**src/rtl/mips_pkg.sv**
```systemverilog
// Purpose : shared MIPS decode constants, ALU control codes and pipe FSM states.
// Latency : n/a (declarations only).
// Backpressure : n/a.
package mips_pkg;

  // Opcodes
  localparam logic [5:0] ALUop   = 6'd0;
  localparam logic [5:0] Jop     = 6'd2;
  localparam logic [5:0] JALop   = 6'd3;
  localparam logic [5:0] BEQ     = 6'd4;
  localparam logic [5:0] BNE     = 6'd5;
  localparam logic [5:0] ADD_IMM = 6'd8;
  localparam logic [5:0] ADDIU   = 6'd9;
  localparam logic [5:0] SLTI    = 6'd10;
  localparam logic [5:0] SLTIU   = 6'd11;
  localparam logic [5:0] ANDI    = 6'd12;
  localparam logic [5:0] ORI     = 6'd13;
  localparam logic [5:0] XORI    = 6'd14;
  localparam logic [5:0] LUI     = 6'd15;
  localparam logic [5:0] LW      = 6'd35;
  localparam logic [5:0] SW      = 6'd43;

  // Funct codes (op 0)
  localparam logic [5:0] F_SLL   = 6'd0;
  localparam logic [5:0] F_SRL   = 6'd2;
  localparam logic [5:0] F_SRA   = 6'd3;
  localparam logic [5:0] F_MULT  = 6'd24;
  localparam logic [5:0] F_MULTU = 6'd25;
  localparam logic [5:0] F_DIV   = 6'd26;
  localparam logic [5:0] F_DIVU  = 6'd27;
  localparam logic [5:0] F_ADD   = 6'd32;
  localparam logic [5:0] F_ADDU  = 6'd33;
  localparam logic [5:0] F_SUB   = 6'd34;
  localparam logic [5:0] F_SUBU  = 6'd35;
  localparam logic [5:0] F_AND   = 6'd36;
  localparam logic [5:0] F_OR    = 6'd37;
  localparam logic [5:0] F_XOR   = 6'd38;
  localparam logic [5:0] F_NOR   = 6'd39;
  localparam logic [5:0] F_SLT   = 6'd42;
  localparam logic [5:0] F_SLTU  = 6'd43;

  // ALU control codes (base 4-bit encoding, zero-extended to CTRL_W)
  localparam logic [3:0] ALU_ERR  = 4'd0;
  localparam logic [3:0] ALU_ADD  = 4'd1;
  localparam logic [3:0] ALU_SUB  = 4'd2;
  localparam logic [3:0] ALU_AND  = 4'd3;
  localparam logic [3:0] ALU_OR   = 4'd4;
  localparam logic [3:0] ALU_SLT  = 4'd5;
  localparam logic [3:0] ALU_XOR  = 4'd6;
  localparam logic [3:0] ALU_NOR  = 4'd7;
  localparam logic [3:0] ALU_SLTU = 4'd8;
  localparam logic [3:0] ALU_SLL  = 4'd9;
  localparam logic [3:0] ALU_SRL  = 4'd10;
  localparam logic [3:0] ALU_SRA  = 4'd11;
  localparam logic [3:0] ALU_MULT = 4'd12;
  localparam logic [3:0] ALU_DIV  = 4'd13;
  localparam logic [3:0] ALU_LUI  = 4'd14;
  localparam logic [3:0] ALU_RSVD = 4'd15;

  typedef enum logic [1:0] {
    ST_IDLE = 2'd0,
    ST_HOLD = 2'd1,
    ST_MD   = 2'd2
  } state_t;

endpackage

```
**src/rtl/alu_decode.sv**
```systemverilog
// Purpose : combinational op/funct -> ALU control decode.
// Latency : 0 cycles (pure combinational).
// Backpressure : none; the caller decides when to sample.
// Ports: op, funct in; ctrl (CTRL_W), illegal, use_imm, is_muldiv out.
module alu_decode
  import mips_pkg::*;
#(
  parameter int CTRL_W        = 4,
  parameter int ENABLE_MULDIV = 1
) (
  input  logic [5:0]        op,
  input  logic [5:0]        funct,
  output logic [CTRL_W-1:0] ctrl,
  output logic              illegal,
  output logic              use_imm,
  output logic              is_muldiv
);

  logic [3:0] code;

  always_comb begin
    code      = ALU_ERR;
    illegal   = 1'b0;
    use_imm   = 1'b0;
    is_muldiv = 1'b0;
    case (op)
      ALUop: begin
        case (funct)
          F_ADD, F_ADDU: code = ALU_ADD;
          F_SUB, F_SUBU: code = ALU_SUB;
          F_AND:         code = ALU_AND;
          F_OR:          code = ALU_OR;
          F_XOR:         code = ALU_XOR;
          F_NOR:         code = ALU_NOR;
          F_SLT:         code = ALU_SLT;
          F_SLTU:        code = ALU_SLTU;
          F_SLL:         code = ALU_SLL;
          F_SRL:         code = ALU_SRL;
          F_SRA:         code = ALU_SRA;
          F_MULT, F_MULTU, F_DIV, F_DIVU: begin
            // Without the multiplier/divider these are just unknown functs.
            if (ENABLE_MULDIV != 0) begin
              code      = (funct[1]) ? ALU_DIV : ALU_MULT;
              is_muldiv = 1'b1;
            end else begin
              illegal = 1'b1;
            end
          end
          default:       illegal = 1'b1;
        endcase
      end
      LW, SW, ADD_IMM, ADDIU: begin code = ALU_ADD;  use_imm = 1'b1; end
      Jop, JALop:                   code = ALU_ADD;
      BEQ, BNE:                     code = ALU_SUB;
      SLTI:                   begin code = ALU_SLT;  use_imm = 1'b1; end
      SLTIU:                  begin code = ALU_SLTU; use_imm = 1'b1; end
      ANDI:                   begin code = ALU_AND;  use_imm = 1'b1; end
      ORI:                    begin code = ALU_OR;   use_imm = 1'b1; end
      XORI:                   begin code = ALU_XOR;  use_imm = 1'b1; end
      LUI:                    begin code = ALU_LUI;  use_imm = 1'b1; end
      default:                      illegal = 1'b1;
    endcase
  end

  assign ctrl = CTRL_W'(code);

endmodule

```
**src/rtl/alu_ctrl_pipe.sv**
```systemverilog
// Purpose : ID/EX ALU control register with MULT/DIV occupancy sequencing.
// Latency : 1 cycle capture-to-output; MULT/DIV results appear after MULDIV_CYCLES busy cycles.
// Backpressure : id_ready drops while EX holds unconsumed content (ex_ready=0) or MULT/DIV is busy.
// Ports: clk, rst_n, flush; id_valid/id_op/id_funct/id_ready (ID side);
//        ex_ready/ex_valid/ex_alu_ctrl/ex_illegal/ex_use_imm/ex_busy/ex_md_done (EX side).
module alu_ctrl_pipe
  import mips_pkg::*;
#(
  parameter int CTRL_W        = 4,
  parameter int MULDIV_CYCLES = 4,
  parameter int ENABLE_MULDIV = 1
) (
  input  logic              clk,
  input  logic              rst_n,
  input  logic              flush,
  input  logic              id_valid,
  input  logic [5:0]        id_op,
  input  logic [5:0]        id_funct,
  output logic              id_ready,
  input  logic              ex_ready,
  output logic              ex_valid,
  output logic [CTRL_W-1:0] ex_alu_ctrl,
  output logic              ex_illegal,
  output logic              ex_use_imm,
  output logic              ex_busy,
  output logic              ex_md_done
);

  localparam logic [7:0] MD_LOAD = 8'(MULDIV_CYCLES - 1);

  state_t             state, state_nxt;
  logic [7:0]         cnt, cnt_nxt;
  logic               md_done_q, md_done_nxt;
  logic [CTRL_W-1:0]  dec_ctrl;
  logic               dec_illegal, dec_use_imm, dec_muldiv;
  logic               capture;

  alu_decode #(
    .CTRL_W        (CTRL_W),
    .ENABLE_MULDIV (ENABLE_MULDIV)
  ) u_dec (
    .op        (id_op),
    .funct     (id_funct),
    .ctrl      (dec_ctrl),
    .illegal   (dec_illegal),
    .use_imm   (dec_use_imm),
    .is_muldiv (dec_muldiv)
  );

  // Gated by rst_n so every output reads 0 while reset is held.
  assign id_ready = rst_n & ((state == ST_IDLE) | ((state == ST_HOLD) & ex_ready));
  assign capture  = id_valid & id_ready & ~flush;

  always_comb begin
    state_nxt   = state;
    cnt_nxt     = cnt;
    md_done_nxt = 1'b0;
    case (state)
      ST_IDLE, ST_HOLD: begin
        if (capture) begin
          state_nxt = dec_muldiv ? ST_MD : ST_HOLD;
          cnt_nxt   = dec_muldiv ? MD_LOAD : 8'd0;
        end else if (state == ST_HOLD && ex_ready) begin
          state_nxt = ST_IDLE;
        end
      end
      ST_MD: begin
        if (cnt == 8'd0) begin
          state_nxt   = ST_HOLD;
          md_done_nxt = 1'b1;
        end else begin
          cnt_nxt = cnt - 8'd1;
        end
      end
      default: state_nxt = ST_IDLE;
    endcase
    if (flush) begin
      state_nxt   = ST_IDLE;
      cnt_nxt     = 8'd0;
      md_done_nxt = 1'b0;
    end
  end

  always_ff @(posedge clk or negedge rst_n) begin
    if (!rst_n) begin
      state       <= ST_IDLE;
      cnt         <= 8'd0;
      md_done_q   <= 1'b0;
      ex_alu_ctrl <= '0;
      ex_illegal  <= 1'b0;
      ex_use_imm  <= 1'b0;
    end else begin
      state     <= state_nxt;
      cnt       <= cnt_nxt;
      md_done_q <= md_done_nxt;
      if (capture) begin
        ex_alu_ctrl <= dec_ctrl;
        ex_illegal  <= dec_illegal;
        ex_use_imm  <= dec_use_imm;
      end
    end
  end

  assign ex_valid   = (state == ST_HOLD);
  assign ex_busy    = (state == ST_MD);
  assign ex_md_done = md_done_q;

endmodule

```
**config.mk**
```make
export PLATFORM = sky130hd
export DESIGN_NAME = alu_ctrl_pipe
export DESIGN_NICKNAME = d
export VERILOG_FILES = /design/src/rtl/mips_pkg.sv /design/src/rtl/alu_decode.sv /design/src/rtl/alu_ctrl_pipe.sv
export SDC_FILE = /design/constraint.sdc
export NUM_CORES = 1
export LEC_CHECK = 0
export CORE_ASPECT_RATIO = 1.25
export CORE_MARGIN = 2
export CORE_UTILIZATION = 45
export DETAILED_ROUTE_END_ITERATION = 10
export GPL_TIMING_DRIVEN = 1
export HOLD_SLACK_MARGIN = 0.02
export PLACE_DENSITY = 0.84
export RECOVER_POWER = 50
export SLEW_MARGIN = 15
export SYNTH_ARGS = -nofsm -noshare
export SYNTH_HDL_FRONTEND = slang
export SYNTH_SLANG_ARGS = --single-unit
```
**constraint.sdc**
```tcl
create_clock -name clk -period 1.99 [get_ports clk]
set_clock_uncertainty 0.05 [all_clocks]
set_input_delay 0.398 -clock clk [delete_from_list [all_inputs] [get_ports clk]]
set_output_delay 0.398 -clock clk [all_outputs]
set_load 0.03 [all_outputs]
```
-- After elaboration in Yosys (flattened, before gate mapping)
Cells that the tools add are included.
- memories kept: 0
- logic and storage cells: 88
- output and inout bits: 10
- bits in latches: 0
- input port bits: 17
- memory bits (read-only): 0
- flip-flop bits (word level): 17
- memory bits (writable): 0
- bitwise gates (word level): 6
- add/subtract/negate cells: 1
- eq/ne operators: 36
- $mul: 0
- div/mod/pow operators: 0
- mux-type cells: 22
- shift-type cells: 0
- magnitude comparators: 0
- reduce and logical (&&, ||, !) cells: 17
- operator list (cell ; count):
    $eq A6 B6 Y1 const B ; 12
    $eq A6 B4 Y1 const B ; 8
    $pmux W4 S12 ; 1
    $pmux W4 S9 ; 1
    $eq A6 B2 Y1 const B ; 4
    $eq A6 B5 Y1 const B ; 4
    $mux W8 ; 3
    $reduce_or A17 Y1 ; 1
    $pmux W8 S2 ; 1
    $reduce_or A14 Y1 ; 1
    $eq A6 B3 Y1 const B ; 2
    $logic_not A6 Y1 ; 2
    $mux W2 ; 6
    $reduce_or A10 Y1 ; 1
    $logic_not A8 Y1 ; 1
    $mux W1 ; 8
    $reduce_or A2 Y1 ; 4
    $sub A8 B1 Y8 const B ; 1
    $ne A3 B3 Y1 const B ; 2
    $reduce_or A6 Y1 ; 1
    $and A1 B1 Y1 ; 4
    $ne A4 B4 Y1 const B ; 1
    $pmux W2 S2 ; 1
    $reduce_or A4 Y1 ; 1
    other kinds (11) ; 11

-- Longest topological paths before layout
- word-level depth: 9
- gate-level depth with buffers: 8
- depth with buffers taken out: 7

-- Cells and area by module
A second synthesis with hierarchy kept.
- cell total of the unflattened synthesis: 165
- area, all modules: 1422.6 um2
- modules (own cells, without submodules) (module ; area each (um2) ; sequential area each (um2) ; cells an instance ; times used):
    alu_ctrl_pipe ; 979.7 ; 425.4 ; 94 ; 1
    alu_decode ; 442.9 ; 0.0 ; 71 ; 1

-- Worst setup path after synthesis
No wires, ideal clock.
- path kind: reg-to-reg
- from: register state[0]
- to: register ex_use_imm
- period minus slack after synthesis: 1987 ps
- buffers on the path: 0
- cell stages (with the launch flop): 5
- arrival: 1840 ps
- data required time: 1843 ps
- slack: 3 ps
- setup time: 97 ps
- cell sequence: dfrtp_1 > nor2b_1 > nor3_1 > nand3_1 > o31ai_1
- cells in the longest elaborated chain, start to end: 6
- elaborated cells on any way between the ends: 7
- classes of those cells: eq/ne (1); bitwise (5); reduce/logical (1)
- ends and longest elaborated chain (element ; RTL line ; RTL):
    start, declared ; alu_ctrl_pipe.sv:31 ; state_t state, state_nxt;
    start signal, assigned ; alu_ctrl_pipe.sv:93 ; state <= state_nxt;
    $eq A2 B1 Y1 ; alu_ctrl_pipe.sv:51 ; assign id_ready = rst_n & ((state == ST_IDLE) | ((state == ST_HOLD) & ex_ready));
    $and A1 B1 Y1 ; alu_ctrl_pipe.sv:51 ;
    $or A1 B1 Y1 (*) ; alu_ctrl_pipe.sv:51 ;
    $and A1 B1 Y1 (*) ; alu_ctrl_pipe.sv:51 ;
    named net id_ready ; alu_ctrl_pipe.sv:19 ; output logic id_ready,
    $and A1 B1 Y1 (*) (2 in series) ; alu_ctrl_pipe.sv:52 ; assign capture = id_valid & id_ready & ~flush;
    end signal, assigned ; alu_ctrl_pipe.sv:99 ; ex_use_imm <= dec_use_imm;
    end, declared ; alu_ctrl_pipe.sv:24 ; output logic ex_use_imm,
The timed path passes the listed nets; every way through them passes the cells marked *.
A chain may end at the register's enable or synchronous reset.

-- Final worst setup path
- from: register cnt[5]
- to: register cnt[4]
- cells in the longest elaborated chain, start to end: 3
- ends and longest elaborated chain (element ; RTL line ; RTL):
    start, declared ; alu_ctrl_pipe.sv:32 ; logic [7:0] cnt, cnt_nxt;
    start signal, assigned ; alu_ctrl_pipe.sv:94 ; cnt <= cnt_nxt;
    $logic_not A8 Y1 ; alu_ctrl_pipe.sv:68 ; if (cnt == 8'd0) begin
    $ne A3 B3 Y1 (no line) ; n/a ;
    $reduce_and A3 Y1 (no line) ; n/a ;
No other way between the ends.

==> results.yml <==
sta:
  final_hold_viol_count: 0
  timing.final.ws_setup_ps: -142
  relSlewSlack_pct: 67.5
  slew_violations: 0
  setup_violations: 9
  min_period_over_period_pct: 107
  fin_crit_ps: 2130
  rsz0062_at_grt: "true"
  fmax_ghz: 0.469
  setup_tns_ps: -855
  tightest_slew_ps: 487
power_and_ir_drop:
  irDropWorstVdd_v: 0.000331
  p_sw_mw: 0.349
  cellLeakagePower_nw: 0.882
  p_int_mw: 0.653
  p_comb_share_pct: 41.3
  p_clk_share_pct: 19.4
  swShare_pct: 34.8
  seqPwrFrac_pct: 39.3
  power_density_mw_per_mm2: 508
place:
  hpwl_mm: 2.87
  pre_cts_slack_ps: -245
  place_congestion: 0.913
  portBuffers: 26
  place_area_mm2: 0.00184
setup_path:
  path_buf_inv: 1
  critPathRequiredTime_ps: 2170
  cp_top_family: "simple AND/OR/NAND/NOR gates"
  endpoint_kind: "flip-flop"
  crit_slowest_cell: "or4_4"
  slowest_delay_ps: 550
  critPathLaunchType: "flip-flop"
  path_max_fanout: 3
  arrival_ps: 2310
  reg2reg_slack_ps: -140
  crit_type: "flip-flop to flip-flop"
  cp_cell_sequence: "or4_4 > or4_4 > buf_4 > nor3_4 > o21ai_1 > a21oi_1"
  crit_top_cell: "or4_4"
yosys:
  yosys.area_share.simple_pct: 30.6
  netlist_instances: 164
  ys_ff_latch: 17
  syn_area_per_cell_um2: 7.77
  synth_ff_type: "dfrtp_1"
  synthDistinctLibCells: 40
  synth_enable_flop_cells: 0
  yosysWarnings: 0
  synthXorXnorAreaFrac_pct: 0.688
  synth_top_family_by_area: "simple AND/OR/NAND/NOR gates"
  synthAdderAreaFrac_pct: 1.77
  synth.area.mux_share_pct: 0.786
  async_flop_share_pct: 100
  synth_seq_area_share_pct: 33.4
  syn-cell-area_mm2: 0.00127
  synth_fp_nets: 182
  synth-compound-area-share_pct: 27.5
final_layout:
  final_nets: 250
  syn2layout_area_growth_pct: 54.8
  fillers: 204
  stdcell_area_mm2: 0.00197
  num_antenna_cells: 0
  drive_gt1_share_pct: 27.3
  final_core_util_pct: 73.6
  seq_area_um2: 425
  multi_input_area_um2: 858
floorplanning:
  io_pins: 27
  initial_core_util_pct: 47.5
  rows: 21
  die_h_um: 63.5
  core-area_mm2: 0.00268
  die_w_um: 51.6
  dieArea_mm2: 0.00327
detailed_routing:
  firstDrtPassIters: 4
  drc: 0
  vias_per_cell: 5.88
  first_iter_violations: 63
  vias: 1558
  wl_per_cell_um: 15.3
  postRouteAntennaNets: 0
  wl_mm: 4.06
clock_network:
  h-tree-depth: 1
  cts_tree: "done"
  root_buffer: "clkbuf_4"
  hold_buffers: 0
  cts_buffer_depth: 2
  cts.clk_slew.worst_paths_ps: 100
  clock_latency_ps: 310
  numClockSinks: 17
  numCtsBuffers: 3
worst_hold_path:
  hold_path.class: "input pin to async pin"
run_status:
  violations: "negative setup slack"
  status: "finished with violations"
global_route:
  gr-usage-all-layers_pct: 26.0
  antenna_found_initial: 0
  grt_start_max_net_pins: 11
  grt_pass1_wl_mm: 6.64
  grt_pass1_vias: 1613
  overflow: 0
job:
  drv_cap: 0
[flip-flops by register name, summed over array words and instances, names as in the netlist]
signal	cells
cnt	8
ex_illegal	1
ex_alu_ctrl	4
ex_use_imm	1
ex_md_done	1
state	2
[what timing repair did]
action | CTS | global route
buffers inserted | 2 | 1
gates resized for setup | 13 | 10
endpoints found under the setup margin | 12 | 12
hold endpoints to repair | 0 | 0
gates cloned | 0 | 0
pin swaps | 1 | 6
[final cells by class]
class                      instances  area share (%)
inverter                          10            1.90
clock inverter                     1           0.254
multi-input combinational        131            43.5
timing repair buffer              69            29.4
tap                               34            2.16
clock buffer                       3            1.14
sequential                        17            21.6
[layout by cell type (no fill, tap or decap), types with 3 or more instances in the layout]
| master | count |
|---|---|
| buf_4 | 39 |
| clkdlybuf4s50_1 | 22 |
| dfrtp_1 | 17 |
| a21oi_1 | 16 |
| nor2_1 | 13 |
| nand2_1 | 13 |
| o21ai_0 | 12 |
| inv_1 | 10 |
| nand2b_1 | 7 |
| nand3_1 | 7 |
| a31oi_1 | 7 |
| nor2b_1 | 5 |
| or3_1 | 5 |
| o31ai_1 | 4 |
| o211ai_1 | 3 |
| o21ai_1 | 3 |
| clkbuf_4 | 3 |
| dlygate4sd2_1 | 3 |
| buf_6 | 3 |
[cell families after synthesis]
group / Yosys count
buf+inv: 16
flops: 17
fa+ha+maj: 2
mux: 1
xor+xnor: 1
compound gates: 58
simple gates: 69
[Yosys cell counts (2+ instances only)]
cell type / number / area share (%)
clkbuf_1: 5 / 1.5
or4_1: 2 / 1.2
dfrtp_1: 17 / 33
nor2b_1: 5 / 2.5
or3_1: 7 / 3.4
nand2b_1: 7 / 3.4
inv_1: 10 / 2.9
o211ai_1: 3 / 1.8
a21oi_1: 18 / 7.1
o21ai_1: 3 / 1.2
nor2_1: 13 / 3.8
nand2_1: 14 / 4.1
o21ai_0: 14 / 5.5
nand3_1: 7 / 2.8
or4_4: 2 / 1.8
o31ai_1: 4 / 2.4
or2_2: 2 / 0.98
a31oi_1: 7 / 3.4
nor3_2: 2 / 1.6
nor3b_1: 2 / 1.2
[layer usage]
layer  vias to the layer above  share of wire [%]  global-route usage (%)  routed length [um]
li1                        736                  -                       -                   -
met1                       744                 37                    26.3                1510
met2                        59                 55                    50.3                2220
met3                        19                4.2                    2.37                 169
met4                         0                3.9                    12.8                 159
met5                         -                  0                       0                   0
[power groups by stage]
stage | clock network, mW | logic (mW) | registers (mW)
CTS | 0.194 | 0.381 | 0.392
floorplan | 0 | 0.150 | 0.423
global route | 0.208 | 0.441 | 0.397
detailed placement | 0 | 0.363 | 0.399
global placement | 0 | 0.349 | 0.398
finish | 0.194 | 0.413 | 0.394
[final timing paths]
path / startpoint / endpoint / depth (start not counted)
max: cnt[5]$_DFFE_PN0P_ / cnt[4]$_DFFE_PN0P_ / 6
min: rst_n / cnt[5]$_DFFE_PN0P_ / 2
max reg2reg: cnt[5]$_DFFE_PN0P_ / cnt[4]$_DFFE_PN0P_ / 6
min reg2reg: ex_use_imm$_DFFE_PN0N_ / ex_use_imm$_DFFE_PN0N_ / 2
max in group asynchronous: rst_n / ex_alu_ctrl[3]$_DFFE_PN0N_ / 2
min in group clk: ex_use_imm$_DFFE_PN0N_ / ex_use_imm$_DFFE_PN0N_ / 2
[per-stage QoR]
stage | hold WS, ps | power (mW) | cells
6_report | 257 | 1.00 | 265
5_1_grt | 317 | 1.05 | 265
4_1_cts | 153 | 0.967 | 264
3_5_place_dp | 421 | 0.762 | 258
3_3_place_gp | 419 | 0.747 | 258
2_1_floorplan | 52.4 | 0.574 | 164
[worst register-to-register path: cells and delay by family, from the launching register on]
kind	cells	cell delay, ps
simple gates	3	1170
flops	1	400
compound gates	2	260
buf+inv	1	180
No activity file was read; power rests on OpenSTA's default activity.
